**config.mk**
```make
export PLATFORM = sky130hd
export DESIGN_NAME = transport_scheduler_flat
export DESIGN_NICKNAME = d
export VERILOG_FILES = /design/src/rtl/daw_pkg.sv /design/src/rtl/transport_scheduler_if.sv /design/src/rtl/sample_strobe_gen.sv /design/src/rtl/transport_scheduler.sv /design/src/flat_wrapper.sv
export SDC_FILE = /design/constraint.sdc
export NUM_CORES = 1
export LEC_CHECK = 0
export ABC_AREA = 1
export CAP_MARGIN = 15
export CORE_ASPECT_RATIO = 1.4
export CORE_MARGIN = 5
export CORE_UTILIZATION = 48
export DETAILED_ROUTE_END_ITERATION = 6
export PLACE_DENSITY = 0.82
export SLEW_MARGIN = 20
export SYNTH_ARGS = -nofsm -noshare
export SYNTH_HDL_FRONTEND = slang
export SYNTH_HIERARCHICAL = 1
export SYNTH_SLANG_ARGS = --single-unit
```
**constraint.sdc**
```tcl
create_clock -name clk_in -period 2.2 [get_ports clk_in]
set_input_delay 0.44 -clock clk_in [delete_from_list [all_inputs] [get_ports clk_in]]
set_output_delay 0.44 -clock clk_in [all_outputs]
set_load 0.02 [all_outputs]
```
**src/rtl/daw_pkg.sv**
```systemverilog
// Shared definitions for the transport/track-store logic.
//   transport_state_t : transport FSM encoding, also exported on the state port
//   SD_ADDR_SHIFT     : channel number -> SD start address shift
//   DEFAULT_POS_W     : default width of the sample position / loop length
package daw_pkg;

    localparam int SD_ADDR_SHIFT = 25;
    localparam int DEFAULT_POS_W = 24;

    typedef enum logic [2:0] {
        IDLE   = 3'd0,
        RECORD = 3'd1,
        PLAY   = 3'd2,
        MIX    = 3'd3,
        DRAIN  = 3'd4
    } transport_state_t;

endpackage

```
**src/rtl/transport_scheduler_if.sv**
```systemverilog
// Bus between transport_scheduler (master) and track_store_load (slave).
//   sl_ready                  : engine can take a strobe this cycle (slave -> master)
//   store_req/load_req/mix_req: level requests for the current pass
//   wr/rd/mrd                 : one-cycle write / read / mix-read strobes
//   initial_addr              : SD start address of the selected track
//   position                  : current sample index
interface transport_scheduler_if #(
    parameter int POS_W = 24
);
    logic             sl_ready;
    logic             store_req;
    logic             load_req;
    logic             mix_req;
    logic             wr;
    logic             rd;
    logic             mrd;
    logic [31:0]      initial_addr;
    logic [POS_W-1:0] position;

    modport master (
        input  sl_ready,
        output store_req, load_req, mix_req, wr, rd, mrd, initial_addr, position
    );

    modport slave (
        output sl_ready,
        input  store_req, load_req, mix_req, wr, rd, mrd, initial_addr, position
    );
endinterface

```
**src/rtl/sample_strobe_gen.sv**
```systemverilog
// Turns per-sample ticks into one-cycle strobes gated by the engine's ready.
//   clk_in, rst_in : clock, async active-low reset
//   enable         : ticks are accepted only while high (active transport states)
//   tick           : one-cycle sample pulse
//   ready          : engine can take a strobe
//   strobe         : registered one-cycle strobe
//   pending        : a tick is waiting for ready
//   overrun_set    : a tick arrived while one was still waiting (it is dropped)
module sample_strobe_gen (
    input  logic clk_in,
    input  logic rst_in,
    input  logic enable,
    input  logic tick,
    input  logic ready,
    output logic strobe,
    output logic pending,
    output logic overrun_set
);

    logic accept;

    assign accept      = enable && tick;
    // A tick in the same cycle as a ready is not an overrun: the held tick
    // leaves this cycle and the new one takes its place.
    assign overrun_set = accept && pending && !ready;

    always_ff @(posedge clk_in or negedge rst_in) begin
        if (!rst_in) begin
            strobe  <= 1'b0;
            pending <= 1'b0;
        end else begin
            // NOTE: non-blocking assignments so both registers see pre-edge values.
            // A fresh tick with ready high bypasses pending (latency 1).
            strobe  <= (pending || accept) && ready;
            pending <= (pending && !ready) || (accept && (pending || !ready));
        end
    end

endmodule

```
**src/rtl/transport_scheduler.sv**
```systemverilog
// Transport sequencer for record / playback / mix passes (65 MHz domain).
//   clk_in, rst_in      : clock, async active-low reset
//   sample_tick         : one-cycle pulse per audio sample (already synchronised)
//   record_toggle       : GUI pulse to start/stop recording
//   record_channel      : target track, latched when recording starts
//   play_en, mix_en     : level enables for playback / mixed playback
//   sl                  : bus to track_store_load (requests, strobes, address, position)
//   loop_len            : loop length in samples, 0 = no take yet
//   state               : transport state (IDLE/RECORD/PLAY/MIX/DRAIN)
//   overrun             : sticky, a tick was dropped during this pass
module transport_scheduler
    import daw_pkg::*;
#(
    parameter int               CHANNELS   = 4,
    parameter int               CH_W       = 5,
    parameter int               POS_W      = DEFAULT_POS_W,
    parameter int               ADDR_SHIFT = SD_ADDR_SHIFT,
    parameter logic [POS_W-1:0] MAX_LEN    = {POS_W{1'b1}}
) (
    input  logic                  clk_in,
    input  logic                  rst_in,
    input  logic                  sample_tick,
    input  logic                  record_toggle,
    input  logic [CH_W-1:0]       record_channel,
    input  logic                  play_en,
    input  logic                  mix_en,
    transport_scheduler_if.master sl,
    output logic [POS_W-1:0]      loop_len,
    output logic [2:0]            state,
    output logic                  overrun
);

    transport_state_t cur;
    transport_state_t nxt;
    transport_state_t pass;     // pass that owns any strobe still in flight
    logic [POS_W-1:0] pos;
    logic [POS_W-1:0] pos_next;
    logic [31:0]      addr_q;
    logic             store_q;
    logic             load_q;
    logic             mix_q;
    logic             strobe;
    logic             pending;
    logic             overrun_set;
    logic             active;
    logic             rec_go;
    logic             first_take;

    assign active     = (cur == RECORD) || (cur == PLAY) || (cur == MIX);
    assign rec_go     = record_toggle && (int'(record_channel) < CHANNELS);
    assign first_take = (pass == RECORD) && (loop_len == '0);

    sample_strobe_gen u_strobe (
        .clk_in      (clk_in),
        .rst_in      (rst_in),
        .enable      (active),
        .tick        (sample_tick),
        .ready       (sl.sl_ready),
        .strobe      (strobe),
        .pending     (pending),
        .overrun_set (overrun_set)
    );

    // Position after the strobe currently on the bus. A first take counts up
    // (saturating at the cap); every other pass wraps at the loop end.
    always_comb begin
        // NOTE: default first so no path leaves pos_next unassigned (no latch).
        pos_next = pos;
        if (first_take) begin
            if (pos != MAX_LEN) pos_next = pos + POS_W'(1);
        end else if (pos == loop_len - POS_W'(1)) begin
            pos_next = '0;
        end else begin
            pos_next = pos + POS_W'(1);
        end
    end

    always_comb begin
        nxt = cur;
        case (cur)
            IDLE: begin
                if (rec_go)                             nxt = RECORD;
                else if (mix_en  && loop_len != '0)     nxt = MIX;
                else if (play_en && loop_len != '0)     nxt = PLAY;
            end
            RECORD: begin
                if (record_toggle ||
                    (strobe && first_take && pos == MAX_LEN - POS_W'(1)))
                    nxt = DRAIN;
            end
            // mix_en is necessarily low on entry to PLAY (mix beats play in
            // IDLE), so any high level seen here is a rising edge.
            PLAY:    if (!play_en || mix_en) nxt = DRAIN;
            MIX:     if (!mix_en)            nxt = DRAIN;
            DRAIN:   if (!pending)           nxt = IDLE;
            default:                         nxt = IDLE;
        endcase
    end

    always_ff @(posedge clk_in or negedge rst_in) begin
        if (!rst_in) begin
            cur      <= IDLE;
            pass     <= IDLE;
            pos      <= '0;
            loop_len <= '0;
            addr_q   <= '0;
            store_q  <= 1'b0;
            load_q   <= 1'b0;
            mix_q    <= 1'b0;
            overrun  <= 1'b0;
        end else begin
            cur     <= nxt;
            store_q <= (nxt == RECORD);
            load_q  <= (nxt == PLAY) || (nxt == MIX);
            mix_q   <= (nxt == MIX);

            if (cur == IDLE && nxt != IDLE) begin
                pass    <= nxt;
                pos     <= '0;
                overrun <= 1'b0;
                if (nxt == RECORD) addr_q <= 32'(record_channel) << ADDR_SHIFT;
            end else begin
                if (strobe)      pos     <= pos_next;
                if (overrun_set) overrun <= 1'b1;
            end

            // The take length is fixed only once the last in-flight write
            // has left, so it counts every strobe actually issued.
            if (cur == DRAIN && nxt == IDLE && first_take)
                loop_len <= strobe ? pos_next : pos;
        end
    end

    assign state           = cur;
    assign sl.store_req    = store_q;
    assign sl.load_req     = load_q;
    assign sl.mix_req      = mix_q;
    assign sl.wr           = strobe && (pass == RECORD);
    assign sl.rd           = strobe && (pass == PLAY);
    assign sl.mrd          = strobe && (pass == MIX);
    assign sl.initial_addr = addr_q;
    assign sl.position     = pos;

endmodule
```
**src/flat_wrapper.sv**
```systemverilog
// flat-port wrapper written by rule: the top's interface ports become plain ports
module transport_scheduler_flat import daw_pkg::*;
#(
    parameter int               CHANNELS   = 4,
    parameter int               CH_W       = 5,
    parameter int               POS_W      = DEFAULT_POS_W,
    parameter int               ADDR_SHIFT = SD_ADDR_SHIFT,
    parameter logic [POS_W-1:0] MAX_LEN    = {POS_W{1'b1}}
)
  (clk_in, rst_in, sample_tick, record_toggle, record_channel, play_en, mix_en, loop_len, state, overrun, sl_sl_ready, sl_store_req, sl_load_req, sl_mix_req, sl_wr, sl_rd, sl_mrd, sl_initial_addr, sl_position);
  transport_scheduler_if #(.POS_W(POS_W)) sl_i ();
  input  logic clk_in;
  input  logic rst_in;
  input  logic sample_tick;
  input  logic record_toggle;
  input  logic [CH_W-1:0] record_channel;
  input  logic play_en;
  input  logic mix_en;
  output logic [POS_W-1:0] loop_len;
  output logic [2:0] state;
  output logic overrun;
  input wire logic [$bits(sl_i.sl_ready)-1:0] sl_sl_ready;
  output wire logic [$bits(sl_i.store_req)-1:0] sl_store_req;
  output wire logic [$bits(sl_i.load_req)-1:0] sl_load_req;
  output wire logic [$bits(sl_i.mix_req)-1:0] sl_mix_req;
  output wire logic [$bits(sl_i.wr)-1:0] sl_wr;
  output wire logic [$bits(sl_i.rd)-1:0] sl_rd;
  output wire logic [$bits(sl_i.mrd)-1:0] sl_mrd;
  output wire logic [$bits(sl_i.initial_addr)-1:0] sl_initial_addr;
  output wire logic [$bits(sl_i.position)-1:0] sl_position;
  assign sl_i.sl_ready = sl_sl_ready;
  assign sl_store_req = sl_i.store_req;
  assign sl_load_req = sl_i.load_req;
  assign sl_mix_req = sl_i.mix_req;
  assign sl_wr = sl_i.wr;
  assign sl_rd = sl_i.rd;
  assign sl_mrd = sl_i.mrd;
  assign sl_initial_addr = sl_i.initial_addr;
  assign sl_position = sl_i.position;
  transport_scheduler #(.CHANNELS(CHANNELS), .CH_W(CH_W), .POS_W(POS_W), .ADDR_SHIFT(ADDR_SHIFT), .MAX_LEN(MAX_LEN)) u_core (.clk_in(clk_in), .rst_in(rst_in), .sample_tick(sample_tick), .record_toggle(record_toggle), .record_channel(record_channel), .play_en(play_en), .mix_en(mix_en), .sl(sl_i), .loop_len(loop_len), .state(state), .overrun(overrun));
endmodule
```
* Word-level counts from Yosys, hierarchy flattened
Index checks and enable logic that the tools add are counted.
** Word-level totals
- Flip-flop bits (word level) :: 65
- Input bits :: 12
- Output and inout bits :: 90
- Logic and storage cells :: 77
** Cells by class
- Add/subtract/negate cells :: 2
- Magnitude comparators :: 1
- Eq/ne operators :: 13
- Mux-type cells :: 15
- Reductions and logical operators :: 35
** Operator list (number)
- 24-bit 2-to-1 mux :: 5
- 24-bit by 1-bit adder with 24-bit output, second input constant :: 1
- 24-bit == test :: 1
- 24-bit == test, second input constant :: 1
- 24-bit logical NOT :: 1
- 24-bit inequality test, second input constant :: 1
- 24-bit nonzero test :: 1
- 24-bit by 1-bit subtractor with 24-bit output, second input constant :: 1
- 3-bit 2-to-1 mux :: 7
- 3-bit by 2-bit == test with 1-bit output, second input constant :: 6
- 1-bit logical AND :: 18
- 3-bit one-hot mux with 5 select lines :: 1
- 3-bit by 1-bit == test with 1-bit output, second input constant :: 3
- 1-bit logical OR :: 8
- 3-bit logical NOT :: 2
- 5-bit by 3-bit less-than comparator with 1-bit output, second input constant :: 1
- 3-bit == test, second input constant :: 1
- 3-bit nonzero test :: 1
- 1-bit logical NOT :: 2
- 1-bit 2-to-1 mux :: 2
- 2-bit AND reduction :: 1
- 2-bit nonzero test :: 1

* Depth between registers and ports, before layout
Gate-level depths: netlist (run 1).
- Word-level depth :: 10
- Depth in mapped cells :: 20
- Gate-level depth less buffers :: 19

* Cells and area by module
The synthesis (run 1) kept the hierarchy.
** Modules (own cells, without submodules)
- transport_scheduler :: times used 1, cells each 756, area each 5017.3 µm², sequential area each 1576.5 µm²
- sample_strobe_gen :: times used 1, cells each 12, area each 88.8 µm², sequential area each 50.0 µm²

* Worst setup path before layout (run 1)
OpenSTA, ideal clock, no wires.
- Kind :: reg-to-reg
- From :: reg u_core.loop_len[0]
- To :: reg u_core.loop_len[9]
- Setup time :: 118 ps
- Data arrival time :: 2189 ps
- Required time :: 2082 ps
- Setup slack :: -107 ps
- Cell stages (with the launch flop) :: 17
- Path buffers :: 1
- Period minus slack after synthesis :: 2307 ps
- Path through :: dfrtp_1 -> inv_1 -> ha_1 -> nand2_1 -> nor2_4 -> nand2_1 -> nand2_1 -> nand2_1 -> nor2_1 -> nand2_1 -> nor2_1 -> nand2_1 -> nor2_1 -> nand4_2 -> buf_2 -> nand3_1 -> nand2_1
** On the way
- Cells in the longest elaborated chain, start to end :: 10
- Elaborated cells between the ends (all ways) :: 21
- Classes of those cells :: 1 x add/sub; 1 x eq/ne; 8 x mux; 11 x reduce/logical
** RTL lines
- start, declared :: RTL line transport_scheduler.sv:28 : output logic [POS_W-1:0] loop_len,
- start signal, assigned :: RTL line transport_scheduler.sv:130 : loop_len <= strobe ? pos_next : pos;
- branches (longest 10 deep; another with 24-bit by 1-bit subtractor with 24-bit output)
Parallel ways; which one is timed is not known.
A chain may end at the register's enable or synchronous reset.

* Worst setup path in the final report (run 1)
- From :: reg u_core.loop_len[0]
- To :: reg u_core.loop_len[13]
Same word-level chain as after synthesis.

==> metrics.csv, run 1 <==
stage,metric,value,unit
job,maxcap violations,0,
placement,Final HPWL DP,13000,µm
sta,hold_ws,0.199,ns
sta,"Hold Violations, Final",0,
sta,Worst-Margin Slew,0.834,ns
synthesis,"Seq/Total Area, Yosys",31.9,%
sta,minimum clock period,2.69,ns
final_layout,n_diodes,0,
setup_path,"Req. time, crit path",2.42,ns
drt,total number of vias,6590,
setup_path,maximum fanout along the worst path,10,
final_layout,final core occ,77.2,%
synthesis,library cells used by synthesis,44,
drt,Final ANT Viol Nets,0,
drt,metal3 WL,2630,µm
synthesis,Ys Warns,6,
sta,max frequency,0.372,GHz
final_layout,design area,0.00803,mm²
sta,RSZ-0062 raised after global routing,yes,
setup_path,crit path buf inv count,4,
run_status,result of the run,finished with violations,
clock_tree,clk root buf,clkbuf_16,
sta,worst setup margin,-0.486,ns
clock_tree,TritonCTS sink count,65,
synthesis,Avg Inst Size Synth,6.65,µm²
final_layout,Fillers,597,
clock_tree,cts bufs inserted,9,
power,Lkg Pwr,3.90,nW
floorplan,full die area,0.0128,mm²
synthesis,cells after synthesis,768,
grt,GR Util All Layers,28.1,%
synthesis,Synth Register Bits,65,
sta,Clock Skew,0.00886,ns
placement,Final Wtd Congestion,0.995,
drt,Highest Signal Layer,met4,
synthesis,cell area after synthesis,0.00511,mm²
power,Pwr Density,874,mW/mm²
final_layout,fin nets,991,
setup_path,max incr delay on CP,0.42,ns
run_status,violated checks,"design-rule violations, negative setup slack",
grt,first-pass GRT wire length,29000,µm
power,Combinational Power Share,54.6,%
sta,worst rel slew slack,44.4,%
final_layout,ratio of cells with drive above 1 in the final layout,33.3,%
drt,per-cell routed wire length,20.8,µm
setup_path,Crit path max-delay family,simple AND/OR/NAND/NOR gates,
setup_path,Worst Setup Start Kind,register,
sta,Fin Setup TNS,-21.49,ns
sta,fin crit share,122,%
final_layout,area delta synth->final,57.2,%
drt,DRC,28,
final_layout,most frequent cells in the layout,"nand2_1, buf_4, inv_1",
setup_path,"Critical Path, Cell by Cell",inv_2 -> ha_4 -> nand2_4 -> nor2_4 -> buf_4 -> nand3b_1 -> nand2_1 -> nand3_2 -> nor3_4 -> buf_4 -> nand4_4 -> buf_12 -> nand3_2 -> nand2_1,
clock_tree,CTS clock-pin slew for the worst setup and hold paths,0.06,ns
power,Peak VDD IR,0.000837,V
power,Pint,0.00399,W
placement,Area after DPL,0.00672,mm²
final_layout,fin cells,1117,
sta,Final setup viols,60,
sta,Max Slew Vio Count,0,
floorplan,Core ar.,0.0104,mm²
drt,via/cell ratio,5.90,
power,Seq pwr share,23.0,%
floorplan,die height,132,µm
clock_tree,H-tree depth,3,
drt,met2 wire length,11000,µm
floorplan,row count,44,
setup_path,WS Path Type,register to register,
floorplan,Chip Width,97.2,µm
drt,first drt pass iteration count,7,
placement,placed cell count,1073,
power,clock share of power,22.5,%
grt,vias in the first global route,5907,
drt,metal1 wirelength,7020,µm
clock_tree,Post-CTS Hold Buffers,0,
floorplan,Initial Util,49.1,%
clock_tree,CTS tree,done,
final_layout,"most common cell after layout, fill and taps aside",nand2_1,
worst_hold_path,Hold Path Class,input port to asynchronous set/reset pin,
setup_path,"slowest stage cell, crit path",dfrtp_2,
grt,grt total ovfl,0,
power,sw frac,43.2,%
setup_path,Crit. End Element,register,
drt,aggregate routed wire length,23200,µm
clock_tree,Clock Tree Buf Depth,2,
setup_path,arrival time worst endpoint,2.90,ns
clock_tree,clk_lat worst skew,0.34,ns
power,Switch Pwr,0.00303,W
drt,DR iter-0 viols,1030,
placement,# port buffers,74,
grt,initial antenna violation count,0,
grt,largest net degree at the start of global routing,33,
floorplan,Ports,102,
kinds of logic (layout without fill, tap and decap cells):
group                      Yosys count  count (layout)  synth area share [%]
and+or+nand+nor                    479             479                  43.0
buffers and inverters              150             335                  13.7
DFF                                 65              65                  31.9
AOI/OAI and AO/OA                   36              36                  4.75
xor gates and xnor gates            33              33                  5.66
adders and majority gates            4               4                 0.980
other                                1              27                0.0734
area by class of cell:
type                       count  area [µm²]  share of cell area [%]
multi-input combinational    579        3510                    43.8
timing repair buffer         208        1970                    24.5
sequential                    65        1630                    20.3
inverter                     112         423                    5.27
clock buffer                  12         256                    3.19
tap                          138         173                    2.15
clock inverter                 3        65.1                   0.810
cells in the mapped netlist, drive strengths merged:
| cell type | n | area [µm²] |
|---|---|---|
| nand2 | 246 | 958 |
| nor2 | 125 | 587 |
| inv | 110 | 413 |
| dfrtp | 65 | 1630 |
| nand3 | 65 | 383 |
| buf | 35 | 269 |
| xor2 | 20 | 175 |
| nor3 | 16 | 85.1 |
| nand4 | 15 | 100 |
| a21oi | 14 | 96.3 |
| xnor2 | 13 | 114 |
| o21ai | 9 | 48.8 |
| ha | 4 | 50.1 |
| nand3b | 4 | 30.0 |
| o21bai | 4 | 30.0 |
| a21boi | 3 | 22.5 |
| clkbuf | 3 | 11.3 |
| nor4 | 3 | 18.8 |
| or2 | 3 | 18.8 |
| a211oi | 2 | 15.0 |
| clkinv | 2 | 7.51 |
| a221oi | 1 | 8.76 |
| a31o | 1 | 8.76 |
| a31oi | 1 | 6.26 |
| and2 | 1 | 6.26 |
| conb | 1 | 3.75 |
| nand2b | 1 | 6.26 |
| o22ai | 1 | 6.26 |
per-layer routing:
metal	global-route usage, %	vias to the layer above
li1	-	2739
met1	29.1	2953
met2	48.7	647
met3	6.62	251
met4	21.5	0
met5	0	-
sequential cells by signal (all words and copies together) (netlist names):
signal                   cells
u_core/loop_len             24
u_core/overrun               1
u_core/pass                  3
u_core/sl.initial_addr       5
u_core/sl.load_req           1
u_core/sl.mix_req            1
u_core/sl.position          24
u_core/sl.store_req          1
u_core/state                 3
u_core/u_strobe/pending      1
u_core/u_strobe/strobe       1
power by group through the flow:
stage	logic [W]	clock network [W]	registers, W
global placement	0.00273	0	0.00160
detailed placement	0.00278	0	0.00160
floorplan	0.00143	0	0.00180
finish	0.00383	0.00158	0.00161
global route	0.00399	0.00163	0.00163
CTS	0.00315	0.00156	0.00159
repair_timing:
| item | CTS | global route |
|---|---|---|
| buffers inserted | 17 | 11 |
| pin swaps | 16 | 39 |
| endpoints found under the setup margin | 58 | 60 |
| endpoints found under the hold margin | 0 | 0 |
| gates cloned | 2 | 3 |
| resized for setup | 77 | 129 |
worst paths after layout:
kind                                               to  slack [ns]                        from  cells past startpoint
max                               u_core/loop_len[13]       -0.49          u_core/loop_len[0]                     14
min                               u_core/loop_len[11]        0.20                      rst_in                      1
max reg2reg                       u_core/loop_len[13]       -0.49          u_core/loop_len[0]                     14
min reg2reg                u_core/sl.initial_addr[26]        0.48  u_core/sl.initial_addr[26]                      2
max in group asynchronous             u_core/state[0]        1.37                      rst_in                      2
min in group clk_in        u_core/sl.initial_addr[26]        0.48  u_core/sl.initial_addr[26]                      2
metrics by stage:
| stage | total power (W) | worst slack [ns] |
|---|---|---|
| 6_report | 0.00702 | -0.486 |
| 5_1_grt | 0.00726 | -0.714 |
| 3_5_place_dp | 0.00439 | -0.194 |
| 2_1_floorplan | 0.00323 | -0.0142 |
| 4_1_cts | 0.00630 | -0.150 |
| 3_3_place_gp | 0.00433 | -0.161 |
worst register-to-register path: stages, from the launching register on:
cell      delay, ns
dfrtp_2        0.42
inv_2          0.12
ha_4           0.20
nand2_4        0.08
nor2_4         0.23
buf_4          0.17
nand3b_1       0.08
nand2_1        0.11
nand3_2        0.15
nor3_4         0.27
buf_4          0.19
nand4_4        0.18
buf_12         0.21
nand3_2        0.09
nand2_1        0.07
(Power assumes the default switching activity.)
==> inputs of run 2 (changes only) <==
CELL_PAD_IN_SITES_DETAIL_PLACEMENT = 0   (was not set)
CELL_PAD_IN_SITES_GLOBAL_PLACEMENT = 1   (was not set)
CORE_UTILIZATION = 33   (was 48)
PLACE_DENSITY = not set   (was 0.82)
PLACE_DENSITY_LB_ADDON = 0.1   (was not set)
==> run 2 against run 1 <==
Sequential cell count stayed put. The run ends with negative setup slack left. Clock-buffer cell count is 1 lower. Largest power group unchanged. Hold slack worse by 0.079 ns. Largest cell class unchanged.
==> metrics.csv, run 2 (synthesis gave the netlist of run 1 again) <==
stage,metric,value,unit
power,Pint,0.00382,W
setup_path,Crit path max-delay family,simple AND/OR/NAND/NOR gates,
run_status,violated checks,negative setup slack,
placement,Final HPWL DP,14600,µm
final_layout,most frequent cells in the layout,"nand2_1, buf_4, inv_1",
sta,max frequency,0.424,GHz
drt,via/cell ratio,4.73,
setup_path,arrival time worst endpoint,2.63,ns
sta,"Hold Violations, Final",0,
setup_path,WP depth,17,
clock_tree,CTS tree,done,
drt,first drt pass iteration count,5,
sta,fin crit share,107,%
setup_path,cells on worst reg2reg path,17,
setup_path,crit path buf inv count,4,
worst_hold_path,Hold Path Class,input port to asynchronous set/reset pin,
drt,DRC,0,
floorplan,full die area,0.0181,mm²
placement,placed cell count,1137,
floorplan,Core ar.,0.0151,mm²
floorplan,Ports,102,
sta,Final setup viols,56,
power,Combinational Power Share,50.6,%
sta,minimum clock period,2.36,ns
clock_tree,clk_lat worst skew,0.33,ns
sta,hold_ws,0.120,ns
power,clock share of power,24.1,%
floorplan,row count,53,
clock_tree,TritonCTS sink count,65,
sta,Fin Setup TNS,-5.56,ns
power,Peak VDD IR,0.000659,V
run_status,result of the run,finished with violations,
power,Seq pwr share,25.4,%
drt,total number of vias,5532,
sta,Clock Skew,0.00620,ns
final_layout,"most common cell after layout, fill and taps aside",nand2_1,
grt,initial antenna violation count,0,
clock_tree,cts bufs inserted,9,
placement,Final Wtd Congestion,0.949,
floorplan,die height,157,µm
setup_path,Crit path top cell by count,nor2_4,
power,Switch Pwr,0.00260,W
grt,grt total ovfl,0,
final_layout,n_diodes,0,
final_layout,fin nets,989,
setup_path,Worst Setup Start Kind,register,
power,sw frac,40.5,%
setup_path,Crit. End Element,register,
setup_path,"Req. time, crit path",2.47,ns
drt,per-cell routed wire length,15.8,µm
setup_path,"slowest stage cell, crit path",dfrtp_1,
sta,RSZ-0062 raised after global routing,yes,
grt,GR Util All Layers,20.6,%
final_layout,area delta synth->final,54.4,%
floorplan,Initial Util,33.8,%
drt,aggregate routed wire length,18500,µm
setup_path,max incr delay on CP,0.41,ns
floorplan,Chip Width,115,µm
clock_tree,H-tree depth,3,
clock_tree,CTS clock-pin slew for the worst setup and hold paths,0.06,ns
setup_path,maximum fanout along the worst path,5,
drt,Final ANT Viol Nets,0,
drt,DR iter-0 viols,419,
clock_tree,Clock Tree Buf Depth,2,
grt,largest net degree at the start of global routing,66,
power,Pwr Total,0.00642,W
setup_path,"Critical Path, Cell by Cell",buf_6 -> nor2_4 -> buf_6 -> nand3_4 -> nor2_4 -> nand3_4 -> nor2_8 -> nand2_2 -> nand3_2 -> nand2_2 -> nor2_4 -> nand2_4 -> nor2_8 -> buf_12 -> buf_16 -> nand3_2 -> nand2_1,
clock_tree,clk root buf,clkbuf_16,
grt,first-pass GRT wire length,28900,µm
power,Pwr Density,815,mW/mm²
job,maxcap violations,0,
grt,vias in the first global route,5543,
final_layout,ratio of cells with drive above 1 in the final layout,30.5,%
sta,Max Slew Vio Count,0,
sta,worst setup margin,-0.159,ns
power,Lkg Pwr,3.85,nW
placement,# port buffers,74,
final_layout,fin cells,1170,
final_layout,final core occ,52.2,%
setup_path,WS Path Type,register to register,
==> run 2: changes by cell type in the layout (fill, tap and decap cells not counted), sizes merged <==
cell / change
dlymetal6s2s: -1
clkinv: +2
buf: -2
clkdlybuf4s50: +1
clkbuf: -1
==> run 2: worst register-to-register path, delay by kind of cell (launching register included) <==
kind          cells  cell delay, ns
simple gates     13            1.37
flops             1            0.41
buf+inv           4            0.52
==> run 2: area by class of cell <==
| class | instances | area, µm² |
|---|---|---|
| Inverter | 112 | 420 |
| Fill cell | 1511 | 7230 |
| Tap cell | 192 | 240 |
| Clock inverter | 5 | 78.8 |
| Timing Repair Buffer | 206 | 1940 |
| Clock buffer | 11 | 243 |
| Sequential cell | 65 | 1630 |
| Multi-Input combinational cell | 579 | 3330 |
==> run 2: per-stage QoR <==
| stage | cell area, µm² | setup WS (ns) |
|---|---|---|
| 2_1_floorplan | 5210 | -0.0142 |
| 3_5_place_dp | 6830 | -0.246 |
| 3_3_place_gp | 6830 | -0.231 |
| 4_1_cts | 7510 | -0.152 |
| 5_1_grt | 7890 | -0.278 |
| 6_report | 7890 | -0.159 |
==> run 2: final timing paths <==
path	slack (ns)	end	start
max	-0.16	u_core/loop_len[14]	u_core/loop_len[3]
min	0.12	u_core/sl.position[19]	rst_in
max reg2reg	-0.16	u_core/loop_len[14]	u_core/loop_len[3]
min reg2reg	0.48	u_core/sl.initial_addr[25]	u_core/sl.initial_addr[25]
max in group asynchronous	1.75	u_core/loop_len[9]	rst_in
min in group clk_in	0.48	u_core/sl.initial_addr[25]	u_core/sl.initial_addr[25]
==> run 2: power groups by stage <==
stage	sequential [W]	clock, W	combinational [W]
5_1_grt	0.00166	0.00162	0.00351
4_1_cts	0.00163	0.00158	0.00288
6_report	0.00163	0.00155	0.00325
3_5_place_dp	0.00164	0	0.00278
3_3_place_gp	0.00164	0	0.00277
2_1_floorplan	0.00180	0	0.00143
==> run 2: metal layers <==
layer / wire (µm) / global-route usage (%) / up-vias
met4: 430 / 5.98 / 0
met2: 9880 / 37.9 / 159
li1: - / - / 2739
met1: 7470 / 25.0 / 2599
met5: 0 / 0 / -
met3: 751 / 2.15 / 35
==> run 2: timing repair <==
action / in CTS / in global routing
endpoints found under the setup margin: 52 / 61
cloned: 2 / 2
gates resized for setup: 70 / 85
pin swaps: 28 / 27
setup buffers: 10 / 5
hold buffers: 0 / 0
==> inputs of run 3 (changes only) <==
GPL_TIMING_DRIVEN = 0   (was not set)
==> run 3 against run 2 <==
Clock power down 8%. The run still ends with negative setup slack left. Clock-buffer cell count is 2 higher. Wire length shrank 2.9%. Sequential cell count did not move.
==> metrics.csv, run 3 (synthesis gave the netlist of run 1 again) <==
stage,metric,value,unit
run_status,result of the run,finished with violations,
run_status,violated checks,negative setup slack,
final_layout,fin nets,942,
worst_hold_path,Hold Path Class,input port to asynchronous set/reset pin,
floorplan,Initial Util,33.8,%
setup_path,"Req. time, crit path",2.42,ns
power,Peak VDD IR,0.000811,V
final_layout,ratio of cells with drive above 1 in the final layout,27.9,%
setup_path,cells on worst reg2reg path,16,
drt,Final ANT Viol Nets,0,
drt,DRC,0,
sta,max frequency,0.421,GHz
clock_tree,Clock Tree Buf Depth,2,
sta,worst setup margin,-0.172,ns
drt,via/cell ratio,4.69,
setup_path,arrival time worst endpoint,2.59,ns
clock_tree,CTS clock-pin slew for the worst setup and hold paths,0.05,ns
drt,first drt pass iteration count,5,
placement,Final HPWL DP,13900,µm
drt,total number of vias,5264,
clock_tree,clk root buf,clkbuf_16,
sta,Clock Skew,0.00843,ns
grt,first-pass GRT wire length,28200,µm
placement,Final Wtd Congestion,0.945,
clock_tree,TritonCTS sink count,65,
floorplan,Ports,102,
setup_path,R2R Setup Slk,-0.17,ns
power,Pwr Total,0.00653,W
power,Lkg Pwr,3.59,nW
floorplan,row count,53,
final_layout,final core occ,49.8,%
final_layout,Fillers,1532,
placement,Setup WS pre-CTS,-0.823,ns
grt,largest net degree at the start of global routing,40,
sta,Final setup viols,52,
grt,vias in the first global route,5246,
drt,aggregate routed wire length,18000,µm
final_layout,most frequent cells in the layout,"nand2_1, inv_1, nor2_1",
sta,Worst-Margin Slew,0.530,ns
setup_path,Crit. End Element,register,
placement,# port buffers,74,
final_layout,n_diodes,0,
floorplan,full die area,0.0181,mm²
floorplan,Chip Width,115,µm
setup_path,Worst Setup Start Kind,register,
setup_path,maximum fanout along the worst path,10,
sta,"Hold Violations, Final",0,
grt,GR Util All Layers,20.4,%
final_layout,area delta synth->final,47.5,%
clock_tree,H-tree depth,3,
clock_tree,CTS tree,done,
final_layout,"most common cell after layout, fill and taps aside",nand2_1,
sta,minimum clock period,2.37,ns
power,Pwr Density,867,mW/mm²
clock_tree,clk_lat worst skew,0.33,ns
job,maxcap violations,0,
grt,initial antenna violation count,0,
sta,worst rel slew slack,64.4,%
drt,DR iter-0 viols,368,
clock_tree,cts bufs inserted,9,
drt,per-cell routed wire length,16.0,µm
floorplan,die height,157,µm
grt,grt total ovfl,0,
sta,Max Slew Vio Count,0,
floorplan,Core ar.,0.0151,mm²
sta,fin crit share,108,%
setup_path,WS Path Type,register to register,
sta,RSZ-0062 raised after global routing,yes,
[run 3: timing repair]
action,4_1_cts,5_1_grt
hold buffers,0,0
buffers inserted,34,8
pin swaps,49,20
endpoints found under the setup margin,60,61
resized for setup,106,89
gates cloned,5,0
hold endpoints to repair,0,0
[run 3: final cells by class]
class / count / area [µm²] / share of cell area, %
inverters: 112 / 430 / 5.72
clock buffers: 13 / 250 / 3.32
multi-input cells: 579 / 3350 / 44.5
repair buffers: 121 / 1240 / 16.4
clock inverters: 3 / 40.0 / 0.532
flip-flops and latches: 65 / 1640 / 21.8
plain buffers: 38 / 344 / 4.57
well taps: 192 / 240 / 3.19
[run 3: worst max-delay path, stage by stage, from the launching register on]
cell     delay, ns
dfrtp_1       0.42
inv_2         0.12
ha_4          0.19
nand2_4       0.07
nor2_4        0.21
nand2_1       0.09
nand2_1       0.09
nand2_2       0.07
nor2_2        0.10
nand2_1       0.05
nor2_1        0.10
nand2_1       0.09
nor2_2        0.14
nand4_4       0.16
buf_6         0.20
nand3_1       0.10
nand2_1       0.06
[run 3: worst paths after layout]
path | from | endpoint
max | u_core/loop_len[1] | u_core/loop_len[9]
min | rst_in | u_core/sl.initial_addr[29]
max reg2reg | u_core/loop_len[1] | u_core/loop_len[9]
min reg2reg | u_core/sl.initial_addr[26] | u_core/sl.initial_addr[26]
max in group asynchronous | rst_in | u_core/loop_len[4]
min in group clk_in | u_core/sl.initial_addr[26] | u_core/sl.initial_addr[26]
[run 3: report_power, final]
group	total, W	switching [W]	internal [W]
combinational	0.00342	0.00194	0.00148
clock	0.00143	0.000526	0.000905
sequential	0.00168	0.000272	0.00141
total	0.00653	0.00274	0.00379
[run 3: metrics by stage]
| stage | hold slack [ns] | cells | area (µm²) | setup TNS [ns] |
|---|---|---|---|---|
| global route | 0.0584 | 1123 | 7530 | -13.65 |
| detailed placement | 0.405 | 1061 | 6210 | -37.91 |
| floorplan | 0.144 | 794 | 5210 | -0.0296 |
| global placement | 0.466 | 1060 | 6190 | -144.23 |
| CTS | 0.0424 | 1116 | 7200 | -8.71 |
| finish | 0.0403 | 1123 | 7530 | -5.96 |
[run 3: layer usage]
layer	GRT usage, %	vias to the layer above	part of all wire [%]
li1	-	2653	-
met1	23.6	2461	40
met2	38.4	119	54
met3	2.58	31	3.7
met4	6.04	0	2.7
met5	0	-	0
